--- config.mk ---
export PLATFORM = sky130hd
export DESIGN_NAME = snake_ladder_turn_ctrl
export DESIGN_NICKNAME = d
export VERILOG_FILES = /design/src/rtl/snake_ladder_turn_ctrl.sv
export SDC_FILE = /design/constraint.sdc
export NUM_CORES = 1
export LEC_CHECK = 0
export CAP_MARGIN = 10
export CORE_MARGIN = 2
export CORE_UTILIZATION = 55
export DETAILED_ROUTE_END_ITERATION = 8
export HOLD_SLACK_MARGIN = 0.03
export PLACE_DENSITY = 0.77
export SYNTH_ARGS = -nofsm -noshare
export SYNTH_HDL_FRONTEND = slang
export SYNTH_SLANG_ARGS = --single-unit
--- constraint.sdc ---
create_clock -name iClk -period 7.9 [get_ports iClk]
set_clock_uncertainty 0.1 [all_clocks]
set_input_delay 0.79 -clock iClk [delete_from_list [all_inputs] [get_ports iClk]]
set_output_delay 0.79 -clock iClk [all_outputs]
set_load 0.05 [all_outputs]
--- src/rtl/snake_ladder_turn_ctrl.sv ---
// Two-player snake/ladder turn sequencer: takes dice rolls, publishes target squares,
// waits for the piece animation to settle, applies one jump, detects the winner.
module snake_ladder_turn_ctrl #(
  parameter int GOAL_POS   = 40,
  parameter int SETTLE_CYC = 2_500_000
) (
  input  logic       iClk,
  input  logic       iRst,
  input  logic       iNew_Game,
  input  logic       iRoll_Valid,
  input  logic [2:0] iRoll_Val,
  output logic       oRoll_Ready,
  input  logic [5:0] iP1_Anim_Pos,
  input  logic [5:0] iP2_Anim_Pos,
  output logic [5:0] oP1_Pos,
  output logic [5:0] oP2_Pos,
  output logic       oTurn,
  output logic       oBusy,
  output logic       oWinner_Valid,
  output logic       oWinner
);

  localparam int            CW        = $clog2(SETTLE_CYC + 1);
  localparam logic [CW-1:0] SETTLE_LD = CW'(SETTLE_CYC);
  localparam logic [6:0]    GOAL7     = 7'(GOAL_POS);
  localparam logic [5:0]    GOAL6     = 6'(GOAL_POS);

  typedef enum logic [2:0] {
    S_WAIT_ROLL,
    S_WAIT_LAND,
    S_JUMP,
    S_WAIT_JUMP,
    S_CHECK_WIN,
    S_NEXT_TURN,
    S_GAME_OVER
  } state_t;

  state_t        r_state, w_state_nxt;
  logic [5:0]    r_p1_pos, r_p2_pos;
  logic          r_turn, r_winner, r_armed;
  logic [CW-1:0] r_cnt, w_cnt_nxt;
  logic          w_turn_nxt, w_winner_nxt, w_pub, w_xfer, w_jump_hit;
  logic [5:0]    w_pos, w_anim, w_new_pos, w_jump_dst, w_p1_nxt, w_p2_nxt;
  logic [6:0]    w_sum;

  assign w_pos  = r_turn ? r_p2_pos : r_p1_pos;
  assign w_anim = r_turn ? iP2_Anim_Pos : iP1_Anim_Pos;
  assign w_sum  = {1'b0, w_pos} + {4'b0, iRoll_Val};
  assign w_xfer = iRoll_Valid & oRoll_Ready;

  always_comb begin
    w_jump_hit = 1'b1;
    w_jump_dst = w_pos;
    case (w_pos)
      6'd3:    w_jump_dst = 6'd10;
      6'd8:    w_jump_dst = 6'd17;
      6'd23:   w_jump_dst = 6'd30;
      6'd11:   w_jump_dst = 6'd0;
      6'd26:   w_jump_dst = 6'd14;
      6'd35:   w_jump_dst = 6'd32;
      default: w_jump_hit = 1'b0;
    endcase
  end

  always_comb begin
    w_state_nxt  = r_state;
    w_turn_nxt   = r_turn;
    w_winner_nxt = r_winner;
    w_cnt_nxt    = r_cnt;
    w_pub        = 1'b0;
    w_new_pos    = w_pos;
    case (r_state)
      S_WAIT_ROLL: begin
        if (w_xfer && iRoll_Val != 3'd0 && iRoll_Val != 3'd7) begin
          if (w_sum > GOAL7) begin
            w_state_nxt = S_NEXT_TURN;
          end else begin
            w_pub       = 1'b1;
            w_new_pos   = w_sum[5:0];
            w_cnt_nxt   = SETTLE_LD;
            w_state_nxt = S_WAIT_LAND;
          end
        end
      end
      // Settle timer restarts whenever the piece is not on its target square.
      S_WAIT_LAND, S_WAIT_JUMP: begin
        if (w_anim != w_pos) begin
          w_cnt_nxt = SETTLE_LD;
        end else if (r_cnt == '0) begin
          w_state_nxt = (r_state == S_WAIT_LAND) ? S_JUMP : S_CHECK_WIN;
        end else begin
          w_cnt_nxt = r_cnt - 1'b1;
        end
      end
      S_JUMP: begin
        if (w_jump_hit) begin
          w_pub       = 1'b1;
          w_new_pos   = w_jump_dst;
          w_cnt_nxt   = SETTLE_LD;
          w_state_nxt = S_WAIT_JUMP;
        end else begin
          w_state_nxt = S_CHECK_WIN;
        end
      end
      S_CHECK_WIN: begin
        if (w_pos == GOAL6) begin
          w_winner_nxt = r_turn;
          w_state_nxt  = S_GAME_OVER;
        end else begin
          w_state_nxt = S_NEXT_TURN;
        end
      end
      S_NEXT_TURN: begin
        w_turn_nxt  = ~r_turn;
        w_state_nxt = S_WAIT_ROLL;
      end
      S_GAME_OVER: w_state_nxt = S_GAME_OVER;
      default:     w_state_nxt = S_WAIT_ROLL;
    endcase
  end

  assign w_p1_nxt = (w_pub && !r_turn) ? w_new_pos : r_p1_pos;
  assign w_p2_nxt = (w_pub &&  r_turn) ? w_new_pos : r_p2_pos;

  always_ff @(posedge iClk or posedge iRst) begin
    if (iRst) begin
      r_state <= S_WAIT_ROLL;
    end else if (iNew_Game) begin
      r_state <= S_WAIT_ROLL;
    end else begin
      r_state <= w_state_nxt;
    end
  end

  // r_armed keeps oRoll_Ready low for the first cycle after reset or a new game.
  always_ff @(posedge iClk or posedge iRst) begin
    if (iRst) begin
      r_p1_pos <= '0;
      r_p2_pos <= '0;
      r_turn   <= 1'b0;
      r_winner <= 1'b0;
      r_cnt    <= '0;
      r_armed  <= 1'b0;
    end else if (iNew_Game) begin
      r_p1_pos <= '0;
      r_p2_pos <= '0;
      r_turn   <= 1'b0;
      r_winner <= 1'b0;
      r_cnt    <= '0;
      r_armed  <= 1'b0;
    end else begin
      r_p1_pos <= w_p1_nxt;
      r_p2_pos <= w_p2_nxt;
      r_turn   <= w_turn_nxt;
      r_winner <= w_winner_nxt;
      r_cnt    <= w_cnt_nxt;
      r_armed  <= 1'b1;
    end
  end

  assign oRoll_Ready   = r_armed && (r_state == S_WAIT_ROLL);
  assign oBusy         = (r_state != S_WAIT_ROLL) && (r_state != S_GAME_OVER);
  assign oWinner_Valid = (r_state == S_GAME_OVER);
  assign oWinner       = r_winner;
  assign oP1_Pos       = r_p1_pos;
  assign oP2_Pos       = r_p2_pos;
  assign oTurn         = r_turn;

endmodule

* Yosys cells after proc, flatten, opt, wreduce, memory -nomap -nowiden *
Index checks and enable logic that the tools add are counted.

word-level totals
  input bits = 19
  word-level logic and storage cells = 94
  output and inout bits = 17
  register bits after elaboration = 40

operators by class
  equal/unequal tests = 22
  multiplexer cells = 38
  $add $sub $neg = 2
  order comparisons = 1
  bitwise gates (word level) = 2
  reductions and logical operators = 22

operators with widths
  operator                                                                number
  22-bit two-way mux                                                      6
  22-bit case mux with 3 select lines                                     1
  6-bit two-way mux                                                       9
  6-bit case mux with 6 select lines                                      1
  22-bit logical NOT                                                      1
  22-bit by 1-bit subtractor with 22-bit output (second input constant)   1
  3-bit two-way mux                                                       7
  3-bit != test (second input constant)                                   7
  3-bit case mux with 5 select lines                                      1
  6-bit by 4-bit equality test with 1-bit output (second input constant)  2
  6-bit by 5-bit equality test with 1-bit output (second input constant)  2
  6-bit equality test (second input constant)                             2
  6-bit case mux with 2 select lines                                      1
  1-bit two-way mux                                                       10
  2-bit nonzero test                                                      5
  3-bit equality test (second input constant)                             3
  6-bit by 3-bit adder with 7-bit output                                  1
  7-bit by 6-bit > comparator with 1-bit output (second input constant)   1
  3-bit by 2-bit equality test with 1-bit output (second input constant)  2
  6-bit by 2-bit equality test with 1-bit output (second input constant)  1
  1-bit logical AND                                                       6
  6-bit != test                                                           1
  3-bit nonzero test                                                      2
  6-bit OR reduction                                                      1
  13 further kinds                                                        13

* Longest topological paths before layout *
  word-level depth = 10
  gate-level depth with buffers = 14
  gate-level depth less buffers = 11

* Worst setup path after synthesis *
Ideal clock, no wire load.

  path type = flip-flop to flip-flop
  start = register r_turn (netlist: oTurn)
  end = register r_p2_pos[2] (netlist: oP2_Pos[2])
  path slack = 3963 ps
  data arrival time = 3717 ps
  period minus slack after synthesis = 3937 ps
  setup time = 120 ps
  path buffers = 2
  stages on the path, launching flop included = 13
  data required time = 7680 ps
  cells stage by stage = dfrtp_1 > buf_2 > buf_6 > mux2_2 > ha_1 > fa_1 > a21oi_1 > or4b_2 > and3_1 > nand3_1 > mux2i_1 > nor3_1 > a31o_2

on the way
  cells in the longest elaborated chain, start to end = 8
  elaborated cells on any way between the ends = 24
  those cells by class = 1 x add/sub; 1 x order compare; 6 x eq/ne; 13 x mux; 3 x reduce/logical

RTL lines
  what                                                                                      line  text
  start, declared                                                                           40    logic r_turn, r_winner, r_armed;
  start signal, assigned                                                                    154   r_turn <= w_turn_nxt;
  6-bit two-way mux                                                                         46    assign w_pos = r_turn ? r_p2_pos : r_p1_pos;
  6-bit by 3-bit adder with 7-bit output (tied with other cells)                            48    assign w_sum = {1'b0, w_pos} + {4'b0, iRoll_Val};
  7-bit by 6-bit > comparator with 1-bit output or 6-bit OR reduction (tied branches)       -
  6-bit two-way mux (tied with other cells)                                                 75    if (w_sum > GOAL7) begin
  6-bit two-way mux (tied with other cells)                                                 74    if (w_xfer && iRoll_Val != 3'd0 && iRoll_Val != 3'd7) begin
  6-bit case mux with 2 select lines or 1-bit case mux with 2 select lines (tied branches)  72    case (r_state)
  6-bit two-way mux or 1-bit logical AND (tied branches)                                    123   assign w_p2_nxt = (w_pub && r_turn) ? w_new_pos : r_p2_pos;
  6-bit two-way mux or 2-bit nonzero test (tied branches)                                   -
  end signal, assigned                                                                      153   r_p2_pos <= w_p2_nxt;
  end, declared                                                                             39    logic [5:0] r_p1_pos, r_p2_pos;

Several ways; a longest one is shown, not always the timed one. The select of a mux whose other input is x is not followed.
A chain may end at the register's enable or synchronous reset.

* Final worst setup path *
  start = register r_turn (netlist: oTurn)
  end = register r_p1_pos[0] (netlist: oP1_Pos[0])

on the way
  cells in the longest elaborated chain, start to end = 8
  elaborated cells on any way between the ends = 25
  those cells by class = 1 x add/sub; 1 x order compare; 6 x eq/ne; 13 x mux; 4 x reduce/logical

RTL lines
  what                                                                                      line  text
  6-bit two-way mux                                                                         46
  6-bit by 3-bit adder with 7-bit output (tied with other cells)                            48
  7-bit by 6-bit > comparator with 1-bit output or 6-bit OR reduction (tied branches)       -
  6-bit two-way mux (tied with other cells)                                                 75
  6-bit two-way mux (tied with other cells)                                                 74
  6-bit case mux with 2 select lines or 1-bit case mux with 2 select lines (tied branches)  72
  6-bit two-way mux or 1-bit logical AND (tied branches)                                    122   assign w_p1_nxt = (w_pub && !r_turn) ? w_new_pos : r_p1_pos;
  6-bit two-way mux or 2-bit nonzero test (tied branches)                                   -
  end signal, assigned                                                                      152   r_p1_pos <= w_p1_nxt;
  end, declared                                                                             39

Several ways; a longest one is shown, not always the timed one. The select of a mux whose other input is x is not followed.

==> results.sh <==
export IMPL_first_pass_iters=4
export IMPL_die_area_um2=5920
export IMPL_maxSlewViolCount=0
export IMPL_ys_seq_elements=40
export IMPL_drive_gt1_share_pct=8.99
export IMPL_async_reset_ff_share_pct=100
export IMPL_min_period_over_period_pct=52.7
export IMPL_r2r_slack_ns=3.74
export IMPL_max_slew_margin_pct=33.0
export IMPL_cts_hold_fix_buffers=0
export IMPL_synthFlopType="dfrtp_1"
export IMPL_worst_hold_path_type="flip-flop to flip-flop"
export IMPL_status="finished clean"
export IMPL_grt_max_degree=41
export IMPL_startpoint_type="flip-flop"
export IMPL_grt_pass1_wl_um=13000
export IMPL_wl_per_cell_um=16.8
export IMPL_hold_start="r_cnt[12]"
export IMPL_cts_max_level=2
export IMPL_grt_overflow=0
export IMPL_viasPerCell=6.31
export IMPL_rr_startpoint="oTurn"
export IMPL_cts_buffers=5
export IMPL_clkTransAtPathRegs_ns=0.09
export IMPL_leakage_nw=1.40
export IMPL_mostFrequentLayoutCells="nor2_1, dfrtp_1, clkdlybuf4s50_1"
export IMPL_rsz0062_at_grt="no"
export IMPL_synth_edf_count=0
export IMPL_powerDensity_nw_per_um2=175
export IMPL_syn_inst=346
export IMPL_vias=2828
export IMPL_power_mw=0.604
export IMPL_synth_top_cell_area_share_pct=34.2
export IMPL_synth_top_area_cell="dfrtp_1"
export IMPL_syn_nets=370
export IMPL_grtUsageTotal_pct=27.0
export IMPL_dp_final_hpwl_um=5470
export IMPL_drt_iter0_drc=210
export IMPL_crit_path_end="oP1_Pos[0]"
export IMPL_crit_type="flip-flop to flip-flop"
export IMPL_top_layer_used="met4"
export IMPL_fin_crit_ns=4.16
export IMPL_area_growth_pct=17.7
export IMPL_ys_types=61
export IMPL_antenna_cells=0
export IMPL_wl_met3_um=468
export IMPL_clock_path_buffers=2
export IMPL_vdd_ir_drop_max_mv=0.122
export IMPL_final_common_cell="nor2_1"
export IMPL_fillerInstances=444
export IMPL_die_width_um=76.9
export IMPL_timing_fmax_ghz=0.240
export IMPL_place_gp_congestion=0.947
export IMPL_initial_core_util_pct=57.3
export IMPL_antenna_found_initial=0
export IMPL_worstMarginPinSlew_ns=1.00
export IMPL_crit_path_end_kind="flip-flop"
export IMPL_wl_met2_um=3350
export IMPL_core_area_um2=5110
export IMPL_clock_sinks=40
export IMPL_setup_viol=0
export IMPL_drc=0
export IMPL_arrival_ns=4.25
export IMPL_tns_ns=0
export IMPL_rr_worst_depth=11
export IMPL_io_pins=36
export IMPL_cts_root_buf="clkbuf_8"
export IMPL_crit_start="oTurn"
export IMPL_post_cts_buffers=0
export IMPL_crit_required_ns=7.99
export IMPL_port_buffers=35
export IMPL_final_hold_viol_count=0
export IMPL_yosys_warnings=0
export IMPL_cap_viol_max_count=0
export IMPL_cts_tree="done"
export IMPL_antenna_left=0
export IMPL_cts_resized=0
export IMPL_worstPathMaxFanout=15
export IMPL_die_y_um=76.9
export IMPL_placementRows=26
export IMPL_synth_area_um2=2930
export IMPL_synthTopCellsByArea="dfrtp_1, nor2_1, a21oi_1, mux2i_1, nand2_1"
export IMPL_syn_avg_cell_area_um2=8.46
export IMPL_insertion_delay_ns=0.30
export IMPL_ys_seq_area_share_pct=34.2
export IMPL_r2r_end="oP1_Pos[0]"
export IMPL_wl_um=7530
export IMPL_wl_met1_um=3680
export IMPL_num_nets_final=401
export IMPL_grt_pass1_vias=2675
==> where the power goes <==
part	internal, mW	switching, mW
clock	0.0953	0.0811
combinational	0.0726	0.117
sequential	0.217	0.0213
==> metal layers <==
layer / global-route usage (%) / vias up
li1: - / 1340
met1: 40.7 / 1390
met2: 40.5 / 94
met3: 4.59 / 4
met4: 6.00 / 0
met5: 0 / -
==> through the flow <==
stage | worst slack, ns | hold slack, ns | util, % | cell area, µm² | instances
after CTS | 3.74 | 0.394 | 67.4 | 3440 | 448
after detailed placement | 3.75 | 0.384 | 65.2 | 3330 | 440
final | 3.74 | 0.392 | 67.4 | 3440 | 448
after global placement | 3.85 | 0.375 | 65.2 | 3330 | 440
after floorplan | 3.96 | 0.351 | - | 2930 | 346
after global routing | 3.34 | 0.426 | 67.4 | 3440 | 448
==> registers in the layout, summed over array words and instances, names as in the netlist <==
register and cells:
oP1_Pos 6, oP2_Pos 6, oTurn 1, oWinner 1, r_armed 1, r_cnt 22
r_state 3
==> synth_stat cells (all sizes together), types with 5 or more instances <==
| master | count |
|---|---|
| nor4 | 8 |
| nand3 | 9 |
| a21oi | 31 |
| mux2i | 13 |
| a31oi | 5 |
| buf | 7 |
| xnor2 | 5 |
| nor3 | 18 |
| dfrtp | 40 |
| inv | 14 |
| xor2 | 9 |
| clkbuf | 8 |
| nand2 | 29 |
| or3 | 11 |
| a211oi | 8 |
| nor2 | 41 |
| o21ai | 15 |
| a311oi | 10 |
==> worst max-delay path: stages (launching register included) <==
cell and delay (ns):
dfrtp_1 0.77, mux2i_1 0.39, clkinv_1 0.31, fa_1 0.50, a21oi_1 0.26, nor3_1 0.07, a311oi_1 0.30, and3_1 0.27
nand3_1 0.20, a21oi_2 0.52, o211ai_1 0.18, o211a_1 0.16
==> cell families after synthesis <==
group | share of synthesized area [%]
mux | 6.41
buf+inv | 4.40
simple gates | 26.3
flops | 34.2
compound gates | 22.1
xor+xnor | 4.19
fa+ha+maj | 2.39
==> worst min path at each step <==
stage | end | depth (start not counted) | slack (ns)
floorplan | r_cnt[11] | 1 | 0.35
global placement | r_cnt[12] | 1 | 0.38
detailed placement | r_cnt[12] | 1 | 0.38
CTS | r_cnt[12] | 1 | 0.39
global route | r_cnt[12] | 1 | 0.43
finish | r_cnt[12] | 1 | 0.39
==> area by class of cell <==
type / count / area [µm²] / area share [%]
clock inverters: 3 / 46.3 / 1.34
clock buffers: 5 / 68.8 / 2.00
repair buffers: 39 / 380 / 11.0
inverters: 15 / 56.3 / 1.64
flip-flops and latches: 40 / 1000 / 29.1
well taps: 70 / 87.6 / 2.54
multi-input cells: 276 / 1800 / 52.4
Power figures use the tool's default switching activity.
==> edit (same settings) <==
Encoding of `state_t`: now one-hot (7 bits for 7 states).
--- a/src/rtl/snake_ladder_turn_ctrl.sv
+++ b/src/rtl/snake_ladder_turn_ctrl.sv
@@ -26,12 +26,12 @@
   localparam logic [5:0]    GOAL6     = 6'(GOAL_POS);
 
-  typedef enum logic [2:0] {
-    S_WAIT_ROLL,
-    S_WAIT_LAND,
-    S_JUMP,
-    S_WAIT_JUMP,
-    S_CHECK_WIN,
-    S_NEXT_TURN,
-    S_GAME_OVER
+  typedef enum logic [6:0] {
+    S_WAIT_ROLL = 7'b0000001,
+    S_WAIT_LAND = 7'b0000010,
+    S_JUMP      = 7'b0000100,
+    S_WAIT_JUMP = 7'b0001000,
+    S_CHECK_WIN = 7'b0010000,
+    S_NEXT_TURN = 7'b0100000,
+    S_GAME_OVER = 7'b1000000
   } state_t;
 
Check against the original RTL: same outputs for any inputs over 10 cycles, from zero or initial values and one cycle with iRst high; not proved beyond that.
==> edit against the original RTL <==
Sequential power up 22%; sequential cell count rose by 4; total power up 39%; synthesized area is 14% higher; wire length increased by 19%; setup slack worse by 0.31 ns; sequential share of layout area shrank 0.44 points; synthesized cell count up 8.7%; non-clock buffer count decreased by 1; final area increased by 12%; count of clock-buffer cells in the layout increased by 1; critical endpoint is now r_cnt[18]; largest cell class unchanged.
==> edit: results (changes against the original RTL) <==
Detailed routing
  – Vias: 3,231 (was 2,828)
  – Met1 Wirelength: 3940 um (was 3680 um)
  – Iteration-0 DRC count of the detailed router: 272 (was 210)
  – Average wire per standard cell: 18.7 um (was 16.8 um)
  – Met3 WL: 654 um (was 468 um)
  – First-pass iteration count of the detailed router: 7 (was 4)

Synthesis
  – Dominant cells by area after synthesis: dfrtp_1 32%, nand3_1 3.6%, nand2_1 3.0%, nor2_1 2.9%, nor3_1 2.8% (was dfrtp_1 34%, nor2_1 5.3%, a21oi_1 5.1%, mux2i_1 4.1%, nand2_1 3.7%)
  – Post-Synth Adder-Cell Area: 2.10% (was 2.39%)
  – Post-Synth XOR/XNOR Area: 3.67% (was 4.19%)
  – Syn nets: 400 (was 370)
  – Multiplexer area fraction after synthesis: 4.61% (was 6.41%)
  – Seq/Total Area, Yosys: 33.0% (was 34.2%)
  – Post-synthesis cell type count: 78 (was 61)
  – Leading cell types by count after synthesis: 43 x dfrtp_1, 27 x nand2_1, 26 x nor2_1 (was 41 x nor2_1, 40 x dfrtp_1, 30 x a21oi_1)
  – Post-synthesis compound-gate area fraction: 24.9% (was 22.1%)

Status
  – Status: finished, final reports clean (unchanged)

Floorplanning
  – FP Rows: 28 (was 26)

Global routing
  – Largest net degree at the start of global routing: 45 (was 41)
  – First-pass GRT wire length: 14,600 um (was 13,000 um)
  – Vias in the first global route: 2,959 (was 2,675)

Cells and area
  – Multi-input comb cells: 293 (was 276)
  – Filler cell count in the final layout: 502 (was 444)
  – Inverters: 23 (was 15)
  – Signal buf overhead: 9.68% (was 11.0%)
  – Area of the multi-input gates: 0.00207 mm2 (was 0.00180 mm2)
  – Sequential cell area: 0.00110 mm2 (was 0.00100 mm2)
  – Nets: 429 (was 401)
  – Clock Buffer Count: 6 (was 5)
  – Non-filler cells, final: 481 (was 448)
  – Clock Network Area Fraction: 3.15% (was 3.34%)

Placement
  – Placed instance count: 473 (was 440)
  – Placer congestion estimate: 0.951 (was 0.947)
  – Pre-CTS setup slack: 3.64 ns (was 3.75 ns)
  – Placed Area: 0.00373 mm2 (was 0.00333 mm2)

Pwr
  – Overall power: 0.840 mW (was 0.604 mW)
  – Lkg Pwr: 1.52 nW (was 1.40 nW)
  – P_sw: 0.346 mW (was 0.220 mW)
  – Clk pwr share: 22.4% (was 29.2%)
  – Max VDD drop: 141 uV (was 122 uV)

Clocking
  – Clock root cell: clkbuf_8 (unchanged)

STA
  – Max_slew headroom: 28.7% (was 33.0%)
  – Fmax: 224 MHz (was 240 MHz)
  – Worst hold slack: 0.410 ns (was 0.392 ns)

Hold path
  – Hold path depth: 1 (unchanged)
  – Hold EP: r_cnt[19] (was r_cnt[12])

Critical path
  – Crit path max fanout: 16 (was 15)
  – Worst r2r path cells: 10 (was 11)
  – Worst reg2reg setup slack: 3.43 ns (was 3.74 ns)
  – CP Capture Point: r_cnt[18] (was oP1_Pos[0])
  – Worst Path Arrival: 4.61 ns (was 4.25 ns)
edit: cell count changes after synthesis, moves of 4 or more:
cell,change
inv_1,+7
or3_1,-4
a311oi_1,-9
nand3_1,+16
a211oi_1,-5
a21oi_1,-15
a31oi_1,+8
o31ai_1,+7
mux2i_1,-5
o22a_1,+5
o21ai_1,+6
nor2_1,-15
edit: per-layer routing:
| metal | track usage (%) | up-vias |
|---|---|---|
| li1 | - | 1488 |
| met1 | 39.7 | 1551 |
| met4 | 10.2 | 0 |
| met3 | 4.40 | 26 |
| met5 | 0 | - |
| met2 | 45.4 | 166 |
edit: worst max-delay path: stages, from the launching register on:
cell	delay, ns
dfrtp_1	0.79
mux2i_1	0.85
inv_1	0.22
ha_1	0.34
a21oi_1	0.34
o21a_1	0.24
nand2_1	0.12
a21o_1	0.27
a221oi_4	0.42
o21a_1	0.45
o221a_1	0.25
